==> config.mk <==
export PLATFORM = sky130hd
export DESIGN_NAME = hood_fan_timer
export DESIGN_NICKNAME = d
export VERILOG_FILES = /design/src/rtl/hood_fan_timer.sv
export SDC_FILE = /design/constraint.sdc
export NUM_CORES = 1
export LEC_CHECK = 0
export BUFFER_PORTS_ARGS = -buffer_cell sky130_fd_sc_hd__buf_2
export CAP_MARGIN = 10
export CORE_AREA = 2 2 81 83
export CTS_BUF_LIST = sky130_fd_sc_hd__clkbuf_16
export CTS_CLUSTER_SIZE = 12
export DETAILED_ROUTE_END_ITERATION = 8
export DIE_AREA = 0 0 83 85
export GPL_ROUTABILITY_DRIVEN = 0
export PLACE_DENSITY = 0.78
export REMOVE_ABC_BUFFERS = 1
export SLEW_MARGIN = 10
export SYNTH_ARGS = -nofsm -noshare
export SYNTH_HDL_FRONTEND = slang
export SYNTH_SLANG_ARGS = --single-unit
==> constraint.sdc <==
create_clock -name clk_1hz -period 5.3 [get_ports clk_1hz]
set_input_delay 1.06 -clock clk_1hz [delete_from_list [all_inputs] [get_ports clk_1hz]]
set_output_delay 1.06 -clock clk_1hz [all_outputs]
set_load 0.1 [all_outputs]
==> src/rtl/hood_fan_timer.sv <==
// Range-hood fan timer: runtime accumulator, boost countdown with limited uses, BCD display word.
// Optional clean reminder is compiled in with `define HOOD_CLEAN_REMINDER_EN.
module hood_fan_timer #(
  parameter int unsigned BOOST_CODE   = 3,
  parameter int unsigned BOOST_MIN    = 1,
  parameter int unsigned BOOST_SEC    = 0,
  parameter int unsigned BOOST_USES   = 1,
  parameter int unsigned RETURN_LEVEL = 2,
  parameter int unsigned HOUR_MAX     = 24,
  parameter int unsigned CLEAN_HOURS  = 10
) (
  input  logic        clk_1hz,
  input  logic        rst,
  input  logic [2:0]  mode,
  input  logic        menu_req,
  input  logic        runtime_clr,
  output logic [31:0] display_data,
  output logic        boost_active,
  output logic        boost_done,
  output logic        boost_denied,
  output logic [2:0]  return_mode,
  output logic [3:0]  uses_left,
  output logic        clean_reminder
);

  localparam logic [1:0] S_IDLE  = 2'd0;
  localparam logic [1:0] S_RUN   = 2'd1;
  localparam logic [1:0] S_BOOST = 2'd2;
  localparam logic [1:0] S_HOLD  = 2'd3;

  logic [1:0] state_q, state_d;
  logic [5:0] cd_min_q, cd_min_d, cd_sec_q, cd_sec_d;
  logic [6:0] rt_hr_q, rt_hr_d;
  logic [5:0] rt_min_q, rt_min_d, rt_sec_q, rt_sec_d;
  logic [3:0] uses_q, uses_d;
  logic [2:0] ret_q, ret_d;
  logic       active_q, active_d, done_q, done_d, denied_q, denied_d;
  logic       menu_seen_q, menu_seen_d;
  logic       is_boost, is_run, accum, sec_roll, min_roll, hr_wrap;
  logic [1:0] idle_or_run;
  logic [3:0] sep_hi;

  function automatic logic [7:0] to_bcd(input logic [6:0] v);
    return {4'(v / 7'd10), 4'(v % 7'd10)};
  endfunction

  assign is_boost    = (mode == 3'(BOOST_CODE));
  assign is_run      = (mode != 3'd0) && (mode < 3'(BOOST_CODE));
  assign idle_or_run = is_run ? S_RUN : S_IDLE;

  always_comb begin
    state_d     = state_q;
    cd_min_d    = cd_min_q;
    cd_sec_d    = cd_sec_q;
    uses_d      = uses_q;
    ret_d       = ret_q;
    active_d    = active_q;
    menu_seen_d = menu_seen_q;
    done_d      = 1'b0;
    denied_d    = 1'b0;
    case (state_q)
      S_IDLE, S_RUN: begin
        if (is_boost) begin
          if (uses_q != 4'd0) begin
            state_d     = S_BOOST;
            cd_min_d    = 6'(BOOST_MIN);
            cd_sec_d    = 6'(BOOST_SEC);
            menu_seen_d = 1'b0;
            active_d    = 1'b1;
          end else begin
            state_d  = S_IDLE;
            denied_d = 1'b1;
          end
        end else begin
          state_d = idle_or_run;
        end
      end
      S_BOOST: begin
        if (!is_boost) begin
          // Abort still spends the use but leaves return_mode alone.
          uses_d   = uses_q - 4'd1;
          active_d = 1'b0;
          state_d  = idle_or_run;
        end else if (cd_min_q == 6'd0 && cd_sec_q == 6'd0) begin
          done_d      = 1'b1;
          uses_d      = uses_q - 4'd1;
          menu_seen_d = menu_seen_q | menu_req;
          ret_d       = (menu_seen_q || menu_req) ? 3'd0 : 3'(RETURN_LEVEL);
          active_d    = 1'b0;
          state_d     = S_HOLD;
        end else begin
          menu_seen_d = menu_seen_q | menu_req;
          if (cd_sec_q == 6'd0) begin
            cd_sec_d = 6'd59;
            cd_min_d = cd_min_q - 6'd1;
          end else begin
            cd_sec_d = cd_sec_q - 6'd1;
          end
        end
      end
      default: begin
        if (!is_boost) state_d = idle_or_run;
      end
    endcase
  end

  // Runtime counts on the edge that lands in RUN/BOOST, so the first running edge is counted.
  assign accum    = (state_d == S_RUN) || (state_d == S_BOOST);
  assign sec_roll = (rt_sec_q == 6'd59);
  assign min_roll = sec_roll && (rt_min_q == 6'd59);
  assign hr_wrap  = min_roll && (rt_hr_q == 7'(HOUR_MAX - 1));

  always_comb begin
    rt_hr_d  = rt_hr_q;
    rt_min_d = rt_min_q;
    rt_sec_d = rt_sec_q;
    if (runtime_clr) begin
      rt_hr_d  = 7'd0;
      rt_min_d = 6'd0;
      rt_sec_d = 6'd0;
    end else if (accum) begin
      rt_sec_d = sec_roll ? 6'd0 : rt_sec_q + 6'd1;
      if (sec_roll) rt_min_d = min_roll ? 6'd0 : rt_min_q + 6'd1;
      if (min_roll) rt_hr_d = hr_wrap ? 7'd0 : rt_hr_q + 7'd1;
    end
  end

  always_ff @(posedge clk_1hz or negedge rst) begin
    if (!rst) begin
      state_q     <= S_IDLE;
      cd_min_q    <= 6'(BOOST_MIN);
      cd_sec_q    <= 6'(BOOST_SEC);
      uses_q      <= 4'(BOOST_USES);
      ret_q       <= 3'(RETURN_LEVEL);
      active_q    <= 1'b0;
      done_q      <= 1'b0;
      denied_q    <= 1'b0;
      menu_seen_q <= 1'b0;
      rt_hr_q     <= 7'd0;
      rt_min_q    <= 6'd0;
      rt_sec_q    <= 6'd0;
    end else begin
      state_q     <= state_d;
      cd_min_q    <= cd_min_d;
      cd_sec_q    <= cd_sec_d;
      uses_q      <= uses_d;
      ret_q       <= ret_d;
      active_q    <= active_d;
      done_q      <= done_d;
      denied_q    <= denied_d;
      menu_seen_q <= menu_seen_d;
      rt_hr_q     <= rt_hr_d;
      rt_min_q    <= rt_min_d;
      rt_sec_q    <= rt_sec_d;
    end
  end

`ifdef HOOD_CLEAN_REMINDER_EN
  logic clean_q, clean_d, clean_hit;

  always_comb begin
    if (CLEAN_HOURS >= HOUR_MAX) clean_hit = hr_wrap;
    else                         clean_hit = min_roll && (rt_hr_q == 7'(CLEAN_HOURS - 1));
    clean_d = runtime_clr ? 1'b0 : (clean_q | (accum & clean_hit));
  end

  always_ff @(posedge clk_1hz or negedge rst) begin
    if (!rst) clean_q <= 1'b0;
    else      clean_q <= clean_d;
  end

  assign clean_reminder = clean_q;
  assign sep_hi         = (clean_q && !active_q) ? 4'hC : 4'hF;
`else
  assign clean_reminder = 1'b0;
  assign sep_hi         = 4'hF;
`endif

  always_comb begin
    if (active_q) begin
      display_data = {8'h00, 4'hF, to_bcd({1'b0, cd_min_q}), 4'hF, to_bcd({1'b0, cd_sec_q})};
    end else begin
      display_data = {to_bcd(rt_hr_q), sep_hi, to_bcd({1'b0, rt_min_q}), 4'hF,
                      to_bcd({1'b0, rt_sec_q})};
    end
  end

  assign boost_active = active_q;
  assign boost_done   = done_q;
  assign boost_denied = denied_q;
  assign return_mode  = ret_q;
  assign uses_left    = uses_q;

endmodule

==> results of run 1 <==
-- cell type report --
type                       count  area [um^2]
clock buffer                   5          125
clock inverter                 2         33.8
fill                         540         2310
inverter                      27          101
multi-input combinational    334         2200
sequential                    42         1050
tap                           77         96.3
timing repair buffer          38          285
-- worst min path at each step --
stage	startpoint	to	slack [ns]	depth (start not counted)
5_1_grt	menu_seen_q	return_mode[1]	0.45	1
4_1_cts	menu_seen_q	return_mode[1]	0.45	1
3_5_place_dp	menu_seen_q	return_mode[1]	0.42	1
2_1_floorplan	menu_seen_q	return_mode[1]	0.40	1
6_report	menu_seen_q	return_mode[1]	0.45	1
3_3_place_gp	menu_seen_q	return_mode[1]	0.42	1
-- per-stage QoR --
stage | total power (W) | setup TNS, ns | utilization | instance area, um^2 | hold slack, ns
6_report | 0.00206 | 0 | 0.628 | 3890 | 0.447
5_1_grt | 0.00217 | -0.000962 | 0.628 | 3890 | 0.452
4_1_cts | 0.00205 | 0 | 0.622 | 3860 | 0.447
3_5_place_dp | 0.00171 | 0 | 0.597 | 3700 | 0.425
3_3_place_gp | 0.00169 | 0 | 0.597 | 3700 | 0.417
2_1_floorplan | 0.00142 | -9.85 | - | 3330 | 0.399
-- per-layer routing --
layer / vias to the layer above / global-route usage / share of wire
met1: 1470 / 0.280 / 0.46
met4: 0 / 0.0715 / 0.016
li1: 1527 / - / -
met3: 8 / 0.0282 / 0.032
met2: 72 / 0.385 / 0.49
met5: - / 0 / 0
-- cell usage in the layout (no fill, tap or decap), types with 13 or more instances in the layout --
master / synthesis / layout
nor2_1: 43 / 43
dfrtp_1: 39 / 39
nand2_1: 38 / 38
o21ai_0: 34 / 34
buf_2: 2 / 30
inv_1: 27 / 27
a21oi_1: 17 / 17
xnor2_1: 18 / 17
ha_1: 17 / 17
nor3_1: 15 / 15
mux2_2: 13 / 13
conb_1: 2 / 13
-- logic make-up (layout without fill, tap and decap cells) --
group | Yosys count | after routing | synth area share
simple gates | 159 | 159 | 0.231
compound gates | 101 | 101 | 0.197
buf+inv | 56 | 72 | 0.0779
flops | 42 | 42 | 0.305
mux | 23 | 23 | 0.0714
xor+xnor | 21 | 21 | 0.0532
fa+ha+maj | 17 | 17 | 0.0616
other cells | 2 | 13 | 0.00217
-- report_power, final --
part	leakage, nW	total, W	switching, W	internal [W]
sequential	0.548	0.000452	0.0000792	0.000373
clock	0.0773	0.000332	0.000114	0.000218
combinational	1.07	0.00128	0.000910	0.000368
-- timing repair --
action                     4_1_cts  5_1_grt
setup endpoints to repair        0        5
gates resized for setup          0        4
buffers inserted                 0        1
-- flip-flops by register name, summed over array words and instances (netlist names) --
signal        count
menu_seen_q       1
boost_denied      1
uses_left         4
cd_min_q          6
boost_active      1
rt_hr_q           7
cd_sec_q          6
state_q           2
rt_sec_q          6
boost_done        1
return_mode       1
rt_min_q          6
==> out/qor.yml, run 1 <==
dieHeight_um: 85
ys_seq_area_frac: 0.305
vias: 3077
dp_cells: 517
hpwl_um: 5440
drv_cap: 0
async_flop_share: 1.00
min_period_ns: 5.05
timing.rr.end: "rt_min_q[4]"
initial_core_util: 0.557
worstSetupPathType: "reg2out"
cpLargestDelayFamily: "simple AND/OR/NAND/NOR gates"
grt_pass1_wl_um: 13100
antenna_cells: 0
hold_class: "reg2reg"
fin_crit_sh: 0.953
tightest_slew_ns: 0.932
root_buffer: "clkbuf_16"
drcViolationCount: 0
first_pass_iters: 4
port_buffers: 36
core_area_um2: 6200
clock_skew_ns: 0.00451
cpPeakStageDelay_ns: 0.54
cp_max_fo: 10
reg2reg_from: "uses_left[0]"
timing.critical_path.mode_cell: "inv_1"
htreeDepth: 2
overflow: 0
synth.yosys.warnings: 0
hold_violations: 0
wl_per_cell_um: 14.0
drv_slew: 0
synth-edff-count: 0
syn2layout_area_growth_pct: 12.7
setup_viol: 0
fmax_mhz: 198
dieArea_um2: 7060
syn_inst: 421
clk_pin_slew_ns: 0.06
cp_num_buf_inv: 5
regToRegSetupSlack_ns: 2.30
critical_path.startpoint: "boost_active"
io_pins: 50
synth_cell_types: 61
ys_top_cells_by_area: "dfrtp_1 28%, ha_1 6.2%, o21ai_0 4.9%"
leakagePower_nw: 1.69
worstPathCellList: "mux2_2, inv_1, o21ai_0, inv_1, ha_1, nor4b_1, nor4_2, buf_4, o221ai_4, xnor2_2, inv_1, ha_1, or3_1, o21ai_1, buf_12"
drt_iter0_markers: 156
postCtsHoldBufs: 0
synth_area_per_cell_um2: 8.21
worstSetupEndpointType: "output pin"
synth-seq-cells: 42
via_per_inst: 5.86
cp_num_cells: 15
syn-cell-area_um2: 3450
clockBufferDepth: 2
cts_tree: "yes"
cts_buffers: 5
cp_slowest_cell: "nor4b_1"
fin_ws_ns: 0.248
synthFlopType: "dfrtp_1"
slew_headroom: 0.375
arrival_ns: 3.99
grt_max_degree: 43
power_density_nw_per_um2: 529
clock_latency_ns: 0.28
start_kind: "flip-flop"
crit_path_end: "display_data[3]"
synth_top_area_cell: "dfrtp_1"
irDropWorstVdd_uv: 686
finalNetCount: 472
num_rows: 29
clock-sinks: 42
yosysMostFrequentCell: "nor2_1"
status: "complete, no violations"
ant_nets: 0
synth_common_cells: "43 x nor2_1, 39 x dfrtp_1, 38 x nand2_1"
pre_cts_slack_ns: 0.429
crit_required_ns: 4.24
yosysTopAreaCellShare: 0.283
worst_r2r_path_depth: 9
fp.dieW_um: 83
drive_gt1_frac: 0.172
grt_pass1_vias: 2996
antenna_found_initial: 0
grt_util_all_layers: 0.219
fin_cells: 525
wl_um: 7370
Note: power is estimated with default switching activity, not from simulation.
==> run 2: changes to the inputs <==
--- a/config.mk
+++ b/config.mk
@@ -14,6 +14,7 @@
 export DIE_AREA = 0 0 83 85
 export GPL_ROUTABILITY_DRIVEN = 0
 export PLACE_DENSITY = 0.78
+export RECOVER_POWER = 100
 export REMOVE_ABC_BUFFERS = 1
 export SLEW_MARGIN = 10
 export SYNTH_ARGS = -nofsm -noshare
==> run 2 against run 1 <==
Compared with the run above:
- the flow now finishes with violations (capacitance limit, slew limit)
- maximum frequency hardly changed
- clock power hardly changed
- via count hardly changed
- critical path depth stayed put
- core utilization is 1.2 points lower
- critical endpoint unchanged
- highest routed layer unchanged
==> out/qor.yml, run 2 (synthesis gave the netlist of run 1 again) <==
worst_r2r_path_depth: 8
leakagePower_nw: 1.59
drv_slew: 43
via_per_inst: 5.87
largest_reg_flops: 7
crit_required_ns: 4.24
cpPeakStageDelay_ns: 0.53
clk_pin_slew_ns: 0.06
placed_cell_area_um2: 3700
setup_tns_ns: 0
grt_max_degree: 43
holdCritStartpoint: "menu_seen_q"
fp.dieW_um: 83
fmax_mhz: 198
timing.rr.end: "rt_hr_q[5]"
syn2layout_area_growth_pct: 10.6
irDropWorstVdd_uv: 592
hold_class: "reg2reg"
timing.critical_path.mode_cell: "inv_1"
worstPathCellList: "mux2_2, inv_1, o21ai_0, inv_1, ha_1, nor4b_1, nor4_2, buf_4, o221ai_4, xnor2_2, inv_1, ha_1, or3_1, o21ai_1, buf_12"
ant_nets: 0
clock-sinks: 42
overflow: 0
hpwl_um: 5440
setup_viol: 0
drt_iter0_markers: 162
worstSetupPathType: "reg2out"
clockBufferDepth: 2
start_kind: "flip-flop"
final_cell_mix: "43 x nor2_1, 39 x dfrtp_1, 38 x nand2_1, 36 x o21ai_0, 27 x inv_1"
cp_slowest_cell: "dfrtp_1"
pre_cts_slack_ns: 0.429
drv_cap: 1
drive_gt1_frac: 0.116
vias: 3080
holdPathStages: 1
wl_um: 7380
postCtsHoldBufs: 0
arrival_ns: 3.99
worstSetupEndpointType: "output pin"
antenna_found_initial: 0
tightest_slew_ns: 2.15
core_area_um2: 6200
status: "complete, but fails checks"
reg2reg_from: "uses_left[0]"
htreeDepth: 2
regToRegSetupSlack_ns: 1.96
clock_latency_ns: 0.28
first_pass_iters: 4
clock_skew_ns: 0.00496
mostFrequentLayoutCell: "nor2_1"
cts_tree: "yes"
fin_crit_sh: 0.953
grt_pass1_wl_um: 13100
drcViolationCount: 0
slew_headroom: -0.432
cts_buffers: 5
cp_num_buf_inv: 5
cp_max_fo: 10
dieHeight_um: 85
grt_util_all_layers: 0.219
num_rows: 29
fin_ws_ns: 0.249
power_density_nw_per_um2: 526
antenna_cells: 0
min_period_ns: 5.05
dieArea_um2: 7060
io_pins: 50
cpLargestDelayFamily: "simple AND/OR/NAND/NOR gates"
finalNetCount: 472
wl_per_cell_um: 14.0
initial_core_util: 0.557
violations: "capacitance limit, slew limit"
totalPowerFinal_w: 0.00201
largest_register: "rt_hr_q"
port_buffers: 36
grt_pass1_vias: 2996
whs_endpoint: "return_mode[1]"
hold_violations: 0
fin_area_um2: 3820
root_buffer: "clkbuf_16"
run 2: worst reg2reg max path, stage by stage, from the launching register on:
cell	delay [ns]
dfstp_2	0.56
inv_1	0.05
ha_1	0.22
nor4b_1	0.17
a2111oi_0	0.76
o21a_1	0.39
o211ai_1	0.35
or2_2	0.45
o41ai_1	0.30
run 2: area by class of cell:
| type | count | area, um^2 |
|---|---|---|
| Tap cell | 77 | 96.3 |
| Clock inverter | 2 | 33.8 |
| Clock buffer | 5 | 125 |
| Sequential cell | 42 | 1050 |
| Timing Repair Buffer | 38 | 224 |
| Fill cell | 561 | 2380 |
| Multi-Input combinational cell | 334 | 2190 |
| Inverter | 27 | 101 |
run 2: worst max path at each step:
stage                     slack, ns               end    startpoint  cells past startpoint
after global placement         0.67   display_data[3]  boost_active                     15
after floorplan               -1.88   display_data[4]  boost_active                     11
after global routing         -0.002   display_data[2]  boost_active                     14
after CTS                      0.14  display_data[14]  boost_active                     11
after detailed placement       0.43  display_data[14]  boost_active                     11
final                          0.25   display_data[3]  boost_active                     15
run 2: power breakdown:
group / total, W / switching (W) / internal [W]
registers: 0.000452 / 0.0000788 / 0.000373
logic: 0.00123 / 0.000902 / 0.000324
clock network: 0.000332 / 0.000115 / 0.000218
run 2: metal layers:
layer	track usage	wire [um]
met4	0.0715	125
met1	0.280	3380
met5	0	0
met3	0.0282	260
met2	0.385	3610
run 2: repair_timing:
action / 4_1_cts / 5_1_grt
setup endpoints to repair: 0 / 5
setup buffers: 0 / 1
resized for setup: 0 / 4
run 2: stage by stage:
stage                util  hold slack [ns]  instances
finish              0.616            0.444        525
global route        0.616            0.452        525
CTS                 0.622            0.447        524
detailed placement  0.597            0.425        517
global placement    0.597            0.417        517
floorplan               -            0.399        403
